==> src/rtl/stream_packet_arbiter.sv <==
// stream_packet_arbiter: packet-locked N-to-1 stream arbiter; s_* streams merge onto registered m_* tagged with m_index, busy while a packet holds the grant
module stream_packet_arbiter #(
  parameter int NUM_REQS = 4,
  parameter int DATAW = 64,
  parameter int KEEPW = 8,
  parameter int USERW = 1,
  parameter ARB_TYPE = "R",
  parameter bit LAST_ENABLE = 1'b1,
  localparam int IW = NUM_REQS > 1 ? $clog2(NUM_REQS) : 1
) (
  input  logic                      clk,
  input  logic                      reset,
  input  logic [NUM_REQS-1:0]       s_valid,
  output logic [NUM_REQS-1:0]       s_ready,
  input  logic [NUM_REQS*DATAW-1:0] s_data,
  input  logic [NUM_REQS*KEEPW-1:0] s_keep,
  input  logic [NUM_REQS-1:0]       s_last,
  input  logic [NUM_REQS*USERW-1:0] s_user,
  output logic                      m_valid,
  input  logic                      m_ready,
  output logic [DATAW-1:0]          m_data,
  output logic [KEEPW-1:0]          m_keep,
  output logic                      m_last,
  output logic [USERW-1:0]          m_user,
  output logic [IW-1:0]             m_index,
  output logic                      busy
);
  localparam bit PRIO = ARB_TYPE == "P";
  localparam int BW = IW + 1 + USERW + KEEPW + DATAW;
  typedef enum logic {IDLE, LOCKED} state_t;
  state_t state, state_nxt;
  logic [IW-1:0] gnt_reg, gnt_nxt, rr_ptr, rr_nxt, win_idx, lo_idx, up_idx, sel_idx;
  logic up_hit, win_valid, stage_ready, in_fire, in_last, skid_valid;
  logic [BW-1:0] in_beat, skid_beat, m_beat;
  always_comb begin
    lo_idx = '0;
    up_idx = '0;
    up_hit = 1'b0;
    for (int c = NUM_REQS - 1; c >= 0; c--) begin
      if (s_valid[c]) begin
        lo_idx = IW'(c);
        if (IW'(c) >= rr_ptr) begin
          up_idx = IW'(c);
          up_hit = 1'b1;
        end
      end
    end
    win_valid = |s_valid;
    win_idx = (up_hit && !PRIO) ? up_idx : lo_idx;
    sel_idx = state == LOCKED ? gnt_reg : win_idx;
  end
  always_comb begin
    in_beat = '0;
    for (int c = 0; c < NUM_REQS; c++)
      if (IW'(c) == sel_idx)
        in_beat = {sel_idx, s_last[c], s_user[c*USERW +: USERW], s_keep[c*KEEPW +: KEEPW], s_data[c*DATAW +: DATAW]};
  end
  assign in_last = in_beat[BW-IW-1];
  assign in_fire = |(s_valid & s_ready);
  assign stage_ready = ~skid_valid;
  always_ff @(posedge clk) begin
    if (!reset) begin
      state <= IDLE;
      gnt_reg <= '0;
      rr_ptr <= '0;
    end else begin
      state <= state_nxt;
      gnt_reg <= gnt_nxt;
      rr_ptr <= rr_nxt;
    end
  end
  always_comb begin
    state_nxt = state;
    gnt_nxt = gnt_reg;
    rr_nxt = rr_ptr;
    if (in_fire) begin
      state_nxt = (LAST_ENABLE && !in_last) ? LOCKED : IDLE;
      gnt_nxt = sel_idx;
      rr_nxt = (LAST_ENABLE && !in_last) ? rr_ptr : (sel_idx == IW'(NUM_REQS - 1) ? '0 : sel_idx + IW'(1));
    end
  end
  always_comb begin
    s_ready = '0;
    for (int c = 0; c < NUM_REQS; c++)
      s_ready[c] = reset && stage_ready && (state == LOCKED || win_valid) && IW'(c) == sel_idx;
    busy = state == LOCKED;
  end
  always_ff @(posedge clk) begin
    if (!reset) begin
      m_valid <= 1'b0;
      skid_valid <= 1'b0;
      m_beat <= '0;
      skid_beat <= '0;
    end else if (!m_valid || m_ready) begin
      m_valid <= skid_valid || in_fire;
      m_beat <= skid_valid ? skid_beat : in_fire ? in_beat : m_beat;
      skid_valid <= 1'b0;
    end else if (in_fire) begin
      skid_valid <= 1'b1;
      skid_beat <= in_beat;
    end
  end
  assign {m_index, m_last, m_user, m_keep, m_data} = m_beat;
endmodule

==> config.mk <==
export PLATFORM = sky130hd
export DESIGN_NAME = stream_packet_arbiter
export DESIGN_NICKNAME = d
export VERILOG_FILES = /design/src/rtl/stream_packet_arbiter.sv
export SDC_FILE = /design/constraint.sdc
export NUM_CORES = 1
export LEC_CHECK = 0
export CAP_MARGIN = 20
export CORE_UTILIZATION = 29
export DETAILED_ROUTE_END_ITERATION = 8
export GPL_TIMING_DRIVEN = 0
export PLACE_DENSITY = 0.65
export SKIP_LAST_GASP = 1
export SLEW_MARGIN = 20
export SYNTH_ARGS = -nofsm -noshare
export SYNTH_HDL_FRONTEND = slang
export SYNTH_SLANG_ARGS = --single-unit
==> constraint.sdc <==
create_clock -name clk -period 3.83 [get_ports clk]
set_clock_uncertainty 0.15 [all_clocks]
set_input_delay 0.383 -clock clk [delete_from_list [all_inputs] [get_ports clk]]
set_output_delay 0.383 -clock clk [all_outputs]
set_load 0.03 [all_outputs]
==> results.md, run 1 <==
- Yosys reg bits: 159
- Final nets: 1645
- Status: finished clean
- Post-synth EDFFs: 0
- Slowest CP cell: clkdlybuf4s50_1
- TritonRoute pass-1 iters: 5
- Top cell type's share of synthesized area: 39.58%
- CP cell instances: clkdlybuf4s50_1 -> o21ba_2 -> nor2_1 -> o211ai_1 -> a22oi_2 -> inv_1 -> ha_1 -> buf_2 -> clkbuf_8 -> buf_2 -> and2_1 -> dlygate4sd2_1
- Setup crit end kind: output port
- CTS max path bufs: 2
- Finish-stage setup viols: 0
- Starting Density: 29.67%
- Synthesis Warnings: 0
- Initial antenna violation count: 0
- Final Cycle Share: 96.76%
- Largest net degree at the start of global routing: 17
- Top Registers: m_beat: 76 flops, skid_beat: 76 flops
- Worst Setup SP: s_valid[2]
- Slew Viols, Final: 0
- Hold WS: 146.5 ps
- Netlist cell types: 42
- Placed cell areas: 0.01234 sq mm
- Vias/cell: 5.192
- Fmax: 0.2699 GHz
- Clock root buffer: clkbuf_16
- Most frequent cell after synthesis: dfxtp_1
- Die Span X: 168.5 microns
- Crit Reg-Reg Endpoint: m_beat[47]$_SDFFE_PN0P_
- R2R setup slack: 410 ps
- Hold path startpoint: reset
- Mapped Area: 0.008041 sq mm
- Worst path top cell family by delay: buffers and inverters
- Critical path depth: 12
- Ports: 385
- Crit Path Class: input pin to output port
- R2R depth: 14
- Synth top area cells: dfxtp_1 (40%), a221o_1 (9.1%), a22o_1 (8.3%)
- Syn Nets: 1238
- Worst reg2reg startpoint: rr_ptr[1]$_SDFFE_PN0P_
- Worst Setup EP: s_ready[1]
- Worst-Margin Slew: 665.9 ps
- Vias in the first global route: 8645
- Area grow syn2layout: 61.01%
- Final critical-path required period: 3706 ps
- Post-Route WL: 32.40 mm
- Port bufs: 383
- Unrepaired setup endpoints after global routing: no
- Ant. Diodes: 0
- Full die area: 0.02840 sq mm
- WL per Instance: 18.82 microns
- HP Class: input pin to flip-flop
- Most used DFF post-synth: dfxtp_1
- CTS buffer count: 17
- Critical Path AT: 3170 ps
- Power Dens Cells: 812.0 mW/mm^2
- CP Max Fanout: 10
- Rel. slew slack: 55.61%
- DRT iter0 DRCs: 436
- Final Hold Viols: 0
- Clock latency on the worst-skew pair: 420 ps
- Most frequent cells after synthesis: dfxtp_1 (159), nand2_1 (154), nor2_1 (78)
- Critical path launch point type: input pin
- Clock sink total: 159
- Max-Cap Viols: 0
- Most common cell on crit path: buf_2
- Sequential share of the synthesized area: 39.58%
- Ys async rst share: 0%
- # rows: 60
- HPWL Detailed: 24.67 mm
- Largest area contributor in the netlist: dfxtp_1
- Clock transition at path regs: 70 ps
- Die Span Y: 168.5 microns
- H-tree levels: 4
- Via count: 8940
- Slowest stage delay, CP: 520 ps
- TritonCTS clock tree: done
- Final Util: 47.77%
- Final Instance Area: 0.01295 sq mm
- Antenna Violating Nets Remaining: 0
- GPL Wtd Cong: 0.8506
- Peak supply drop: 0.4979 mV
- Global route overflow: 0
- GRT Total Usage: 22.35%
- Buffers plus inverters on the worst setup path: 6
- Setup TNS Final: 0 ps
- P_leak: 4.615 nW
- Post-detailed-route DRC marker count: 0
- CP required: 3300 ps
- Share of cells above drive strength 1: 8.741%
- Cell count after synthesis: 931
- First-pass GRT wire length: 48.82 mm
- Core footprint: 0.02710 sq mm
- Overall power: 10.51 mW
- Syn Area/Cell: 8.637 sq um
-- worst reg2reg max path, cell delays in order, from the launching register on --
cell and delay (ps):
dfxtp_1 410, o21ba_2 180, nor2_1 140, o211ai_1 120, a22oi_2 310, inv_1 120, ha_1 210, buf_2 180
nor2b_1 110, buf_2 330, buf_2 300, a221o_1 170, o221ai_1 140, o21ai_0 320, a22o_1 180
-- layout make-up --
type | count | area (sq um)
Sequential cell | 159 | 3183
Clock buffer | 17 | 425.4
Tap cell | 372 | 465.4
Clock inverter | 14 | 125.1
Inverter | 6 | 22.52
Multi-Input combinational cell | 666 | 4284
Fill cell | 2661 | 14150
Buffer | 100 | 571.8
Timing Repair Buffer | 388 | 3870
-- where the power goes --
| part | switching (mW) | internal [mW] |
|---|---|---|
| logic | 3.71 | 2.80 |
| registers | 0.253 | 2.12 |
| clock network | 0.767 | 0.855 |
| total | 4.73 | 5.78 |
-- worst min-delay path by stage --
| stage | cells past startpoint | to |
|---|---|---|
| finish | 3 | gnt_reg[1]$_SDFFE_PN0P_ |
| global route | 3 | gnt_reg[1]$_SDFFE_PN0P_ |
| CTS | 3 | gnt_reg[1]$_SDFFE_PN0P_ |
| detailed placement | 2 | skid_beat[73]$_SDFFE_PN0P_ |
| global placement | 2 | skid_beat[73]$_SDFFE_PN0P_ |
| floorplan | 2 | skid_beat[73]$_SDFFE_PN0P_ |
-- cells by family (layout without fill, tap and decap cells) --
kind of cell | after synthesis | in the layout | synth area share [%]
AOI/OAI and AO/OA | 405 | 405 | 39.60
and+or+nand+nor | 256 | 256 | 12.81
DFF | 159 | 159 | 39.58
buffers and inverters | 106 | 525 | 7.251
adders and majority gates | 4 | 4 | 0.6224
muxes | 1 | 1 | 0.1400
-- metrics by stage --
step | setup WS, ps | cells
3_3_place_gp | -903.4 | 1686
3_5_place_dp | -906.7 | 1686
5_1_grt | 3.382 | 1722
6_report | 124.2 | 1722
2_1_floorplan | 904.3 | 931
4_1_cts | 65.92 | 1717
-- layout by cell type (no fill, tap or decap), drive strengths merged, types with 3 or more instances in the layout --
cell,count
a21oi,14
a221o,73
a22o,76
and2,4
buf,74
clkbuf,48
clkdlybuf4s50,382
clkinv,5
dfxtp,159
ha,4
inv,15
nand2,154
nand2b,4
nor2,80
nor2b,3
nor3,5
o21a,74
o21ai,82
o221ai,74
-- repair_timing --
| item | CTS | global route |
|---|---|---|
| endpoints found under the hold margin | 0 | 0 |
| hold buffers | 0 | 0 |
| buffers inserted | 0 | 5 |
| setup endpoints to repair | 130 | 2 |
| gates resized for setup | 7 | 0 |
| pin swaps | 1 | 1 |
-- metal layers --
| layer | GRT usage (%) | vias to the layer above | wire [microns] |
|---|---|---|---|
| li1 | - | 4344 | - |
| met1 | 28.51 | 4283 | 14250 |
| met2 | 38.44 | 287 | 15910 |
| met3 | 4.746 | 26 | 1819 |
| met4 | 5.099 | 0 | 424 |
| met5 | 0 | - | 0 |
Power figures use the tool's default switching activity.
==> run 2, diff against run 1 <==
--- a/config.mk
+++ b/config.mk
@@ -10,6 +10,7 @@
 export DETAILED_ROUTE_END_ITERATION = 8
 export GPL_TIMING_DRIVEN = 0
 export PLACE_DENSITY = 0.65
+export SETUP_SLACK_MARGIN = 0.1
 export SKIP_LAST_GASP = 1
 export SLEW_MARGIN = 20
 export SYNTH_ARGS = -nofsm -noshare
==> run 2 against run 1 <==
Against the previous run:
- first-iteration DRC count grew 4.6%
- count of clock-buffer cells in the layout stayed put
- setup slack better by 4.8 ps
- via count increased by 0.41%
- global-route usage unchanged
- register-to-register slack about the same
- sequential power about the same
- core utilization is essentially flat
==> results.md, run 2 (same netlist as run 1, synthesis figures left out) <==
- CP required: 3300 ps
- Placed cell areas: 0.01234 sq mm
- Slew Viols, Final: 0
- Largest net degree at the start of global routing: 17
- Rel. slew slack: 55.55%
- CTS max path bufs: 2
- Post-detailed-route DRC marker count: 0
- Status: finished clean
- Most common cell on crit path: buf_2
- HP Class: input pin to flip-flop
- Critical path depth: 12
- Hold_buf cts: 0
- Placed insts: 1686
- Ports: 385
- Share of cells above drive strength 1: 8.741%
- Worst-Margin Slew: 666.8 ps
- Via count: 8977
- DRT iter0 DRCs: 456
- Worst reg2reg startpoint: rr_ptr[1]$_SDFFE_PN0P_
- Pre-CTS WS: -906.7 ps
- Ant. Diodes: 0
- Crit Path Class: input pin to output port
- Antenna Violating Nets Remaining: 0
- # rows: 60
- R2R setup slack: 400 ps
- Most common cell after layout, fill and taps aside: clkdlybuf4s50_1
- Final Cycle Share: 96.63%
- GPL Wtd Cong: 0.8506
- Clock sink total: 159
- Die Span Y: 168.5 microns
- TritonCTS clock tree: done
- Clock latency on the worst-skew pair: 420 ps
- Slowest stage delay, CP: 520 ps
- Final nets: 1645
- Clock transition at path regs: 70 ps
- Fmax: 0.2702 GHz
- Global route overflow: 0
- Setup TNS Final: 0 ps
- Port bufs: 383
- Worst path top cell family by delay: buffers and inverters
- Power Dens Cells: 812.8 mW/mm^2
- Core footprint: 0.02710 sq mm
- Fill count: 2659
- WL per Instance: 18.86 microns
- Full die area: 0.02840 sq mm
- Critical path launch point type: input pin
- P_leak: 4.614 nW
- Final Hold Viols: 0
- Clock root buffer: clkbuf_16
- GRT Total Usage: 22.35%
- Finish-stage setup viols: 0
- Area grow syn2layout: 61.06%
- CP cell instances: clkdlybuf4s50_1 -> o21ba_2 -> nor2_1 -> o211ai_1 -> a22oi_2 -> inv_1 -> ha_1 -> buf_2 -> clkbuf_8 -> buf_2 -> and2_1 -> clkdlybuf4s15_1
- Buffers plus inverters on the worst setup path: 6
- First-pass GRT wire length: 48.82 mm
- Initial antenna violation count: 0
- Critical Path AT: 3170 ps
- H-tree levels: 4
- Final critical-path required period: 3701 ps
- Post-Route WL: 32.47 mm
- Multi-input gate area: 0.004284 sq mm
- Overall power: 10.53 mW
- TritonRoute pass-1 iters: 5
- Worst setup margin: 129.1 ps
- Crit Reg-Reg Endpoint: m_beat[47]$_SDFFE_PN0P_
- Setup crit end kind: output port
- Die Span X: 168.5 microns
- Reg area: 0.003183 sq mm
- Peak supply drop: 0.4750 mV
- Max-Cap Viols: 0
- Most frequent cells in the layout: clkdlybuf4s50_1 (382), dfxtp_1 (159), nand2_1 (154)
- Slowest CP cell: clkdlybuf4s50_1
- R2R depth: 14
- CP Max Fanout: 10
- Starting Density: 29.67%
- Vias/cell: 5.213
- Final Instance Area: 0.01295 sq mm
- Worst Setup SP: s_valid[2]
- Vias in the first global route: 8645
- HPWL Detailed: 24.67 mm
- CTS buffer count: 17
- Top Registers: m_beat: 76 flops, skid_beat: 76 flops
- Worst Setup EP: s_ready[1]
- Unrepaired setup endpoints after global routing: yes
- Post-Layout Cell Count: 1722
run 2: changes by cell type in the layout (fill, tap and decap cells not counted):
cell | previous run | this run
buf_2 | 49 | 48
dlygate4sd2_1 | 1 | 0
clkdlybuf4s15_1 | 0 | 1
clkbuf_4 | 0 | 1
run 2: per-stage QoR:
stage,hold WS [ps],utilization [%]
floorplan,282.9,-
global placement,291.7,45.54
detailed placement,299.0,45.54
CTS,118.5,47.64
global route,128.4,47.79
finish,144.7,47.79
run 2: layout make-up:
type | count | share of cell area [%]
multi-input combinational | 666 | 33.08
inverter | 6 | 0.1739
tap | 372 | 3.594
timing repair buffer | 388 | 29.89
clock inverter | 14 | 0.9661
clock buffer | 17 | 3.285
sequential | 159 | 24.58
buffer | 100 | 4.434
run 2: repair_timing:
action | CTS | global route
setup buffers | 0 | 5
endpoints found under the setup margin | 143 | 74
pin swaps | 1 | 1
resized for setup | 7 | 2
run 2: worst min-delay path, stage by stage:
cell	delay, ps
buf_2	160
o21ai_0	90
a21oi_1	40
run 2: metal layers:
layer	vias to the layer above	track usage, %	wire [microns]
li1	4347	-	-
met1	4329	28.51	14440
met2	277	38.44	15940
met3	24	4.746	1685
met4	0	5.099	411
met5	-	0	0
run 2: where the power goes:
group | switching [mW] | total (mW) | internal (mW)
clock | 0.771 | 1.63 | 0.855
sequential | 0.252 | 2.37 | 2.12
combinational | 3.72 | 6.53 | 2.81
total | 4.75 | 10.5 | 5.78
run 2: how the worst min path moves through the flow:
| stage | startpoint | end | depth (start not counted) |
|---|---|---|---|
| CTS | reset | gnt_reg[1]$_SDFFE_PN0P_ | 3 |
| detailed placement | skid_beat[73]$_SDFFE_PN0P_ | skid_beat[73]$_SDFFE_PN0P_ | 2 |
| floorplan | skid_beat[73]$_SDFFE_PN0P_ | skid_beat[73]$_SDFFE_PN0P_ | 2 |
| global placement | skid_beat[73]$_SDFFE_PN0P_ | skid_beat[73]$_SDFFE_PN0P_ | 2 |
| finish | reset | gnt_reg[1]$_SDFFE_PN0P_ | 3 |
| global route | reset | gnt_reg[1]$_SDFFE_PN0P_ | 3 |
==> run 3, diff against run 2 <==
--- a/config.mk
+++ b/config.mk
@@ -6,10 +6,11 @@
 export NUM_CORES = 1
 export LEC_CHECK = 0
 export CAP_MARGIN = 20
-export CORE_UTILIZATION = 29
+export CORE_AREA = 2 2 148 150
 export DETAILED_ROUTE_END_ITERATION = 8
+export DIE_AREA = 0 0 150 152
 export GPL_TIMING_DRIVEN = 0
-export PLACE_DENSITY = 0.65
+export PLACE_DENSITY = 0.82
 export SETUP_SLACK_MARGIN = 0.1
 export SKIP_LAST_GASP = 1
 export SLEW_MARGIN = 20
==> run 3 against run 2 <==
Against the previous run:
- critical path depth rose by 2
- sequential power rose by 2%
- core utilization rose by 12 points
- critical path type is now input pin to flip-flop
- count of clock-buffer cells in the layout rose by 1
- largest power group unchanged
- total power rose by 0.22%
- sequential share of layout area rose by 0.22 points
- flip-flop and latch count did not move
- global-route usage rose by 4.8 points
- critical endpoint is now m_beat[17]$_SDFFE_PN0P_
==> results.md, run 3 (same netlist as run 1, synthesis figures left out) <==
- R2R depth: 13
- First-pass GRT wire length: 48.23 mm
- Critical path launch point type: input pin
- Post-detailed-route DRC marker count: 0
- Full die area: 0.02280 sq mm
- Placed cell areas: 0.01223 sq mm
- P_leak: 4.604 nW
- Hold depth: 3
- WL per Instance: 19.33 microns
- Via count: 9131
- Global route overflow: 0
- Post-Route WL: 31.51 mm
- HPWL Detailed: 24.04 mm
- Reg power frac: 22.9%
- Final Hold Viols: 0
- Multi-input gate area: 0.004284 sq mm
- Pint: 5.834 mW
- Slew Viols, Final: 0
- # rows: 54
- Final Cycle Share: 92.02%
- Most frequent cells in the layout: clkdlybuf4s50_1 (382), dfxtp_1 (159), nand2_1 (154)
- Area grow syn2layout: 59.61%
- Finish-stage setup viols: 0
- GRT Total Usage: 27.10%
- Core footprint: 0.02135 sq mm
- Ports: 385
- Most common cell after layout, fill and taps aside: clkdlybuf4s50_1
- CTS max path bufs: 2
- Clock Power Share: 15.5%
- HP Class: input pin to flip-flop
- Setup crit end kind: flip-flop
- Vias/cell: 5.602
- Peak supply drop: 0.5715 mV
- CP Max Fanout: 10
- Die Span X: 150 microns
- Clock latency on the worst-skew pair: 430 ps
- Clock root buffer: clkbuf_16
- Fill count: 1862
- Max-Cap Viols: 0
- Unrepaired setup endpoints after global routing: no
- TritonRoute pass-1 iters: 7
- TritonCTS clock tree: done
- H-tree levels: 4
- Sw Share: 44.71%
- Die Span Y: 152 microns
- DRT iter0 DRCs: 574
- Rel. slew slack: 54.96%
- Port bufs: 383
- Fmax: 0.2837 GHz
- Starting Density: 37.66%
- Clock sink total: 159
- CTS buffer count: 17
- Hold WS: 148.1 ps
- Critical Path AT: 3730 ps
- Clock transition at path regs: 60 ps
- Psw: 4.717 mW
- Vias in the first global route: 8850
- Worst-Margin Slew: 675.7 ps
- GPL Wtd Cong: 0.8420
- Final nets: 1643
- Reg area: 0.003183 sq mm
- Post-Layout Cell Count: 1630
- Largest net degree at the start of global routing: 17
- Final Instance Area: 0.01283 sq mm
- CP required: 4040 ps
- Gate power share: 61.6%
- Crit Path Class: input pin to flip-flop
- Status: finished clean
- Initial antenna violation count: 0
- Power Dens Cells: 822.0 mW/mm^2
- Share of cells above drive strength 1: 8.747%
- R2R setup slack: 420 ps
- Top Registers: m_beat: 76 flops, skid_beat: 76 flops
- Placed insts: 1594
- Antenna Violating Nets Remaining: 0
- Final critical-path required period: 3524 ps
-- run 3: metal layers --
metal  routed length (microns)  track usage, %  up-vias
met5                         0               0        -
met4                       745           9.030        0
met3                      2060           5.315       56
met2                     15410           45.71      382
met1                     13280           34.52     4355
li1                          -               -     4338
-- run 3: through the flow --
step	setup WS (ps)	power [mW]	utilization, %	TNS, ps
3_5_place_dp	-892.4	8.872	57.26	-84130
5_1_grt	109.4	11.17	60.10	0
3_3_place_gp	-873.7	8.789	57.26	-69670
6_report	305.7	10.55	60.11	0
2_1_floorplan	904.3	6.491	-	0
4_1_cts	134.3	10.56	60.05	0
-- run 3: worst max-delay path, stage by stage --
cell,delay (ps)
clkdlybuf4s50_1,590
o21ba_2,180
nor2_1,50
a311oi_1,400
a21oi_2,100
inv_1,100
ha_1,300
inv_1,120
nand2_1,100
buf_2,380
buf_2,300
o221ai_1,200
o21ai_0,330
a22o_1,190
-- run 3: cell type report --
type                    count  area share (%)
multi-input cells         666           33.38
repair buffers            386           30.01
flip-flops and latches    159           24.80
plain buffers             100           4.455
clock buffers              18           3.422
well taps                 280           2.730
clock inverters            14           1.014
inverters                   6          0.1755
diodes                      1         0.01950
-- run 3: power groups by stage --
stage                     sequential (mW)  combinational, mW  clock, mW
after detailed placement             2.43               6.44          0
after floorplan                      3.12               3.37          0
after CTS                            2.40               6.49       1.66
after global routing                 2.46               6.98       1.73
final                                2.41               6.50       1.64
after global placement               2.42               6.37          0
-- run 3: repair_timing --
action                                  CTS  global route
buffers inserted                          1             2
hold buffers                              0             0
pin swaps                                 1             0
endpoints found under the setup margin  144             2
cloned                                    0             0
resized for setup                         7             2
-- run 3: path summary, 6_finish.rpt --
check	end	start
setup / recovery	m_beat[17]$_SDFFE_PN0P_	s_valid[2]
hold / removal	busy$_SDFFE_PN0P_	reset
setup reg to reg	m_beat[17]$_SDFFE_PN0P_	rr_ptr[1]$_SDFFE_PN0P_
hold reg to reg	skid_beat[73]$_SDFFE_PN0P_	skid_beat[73]$_SDFFE_PN0P_
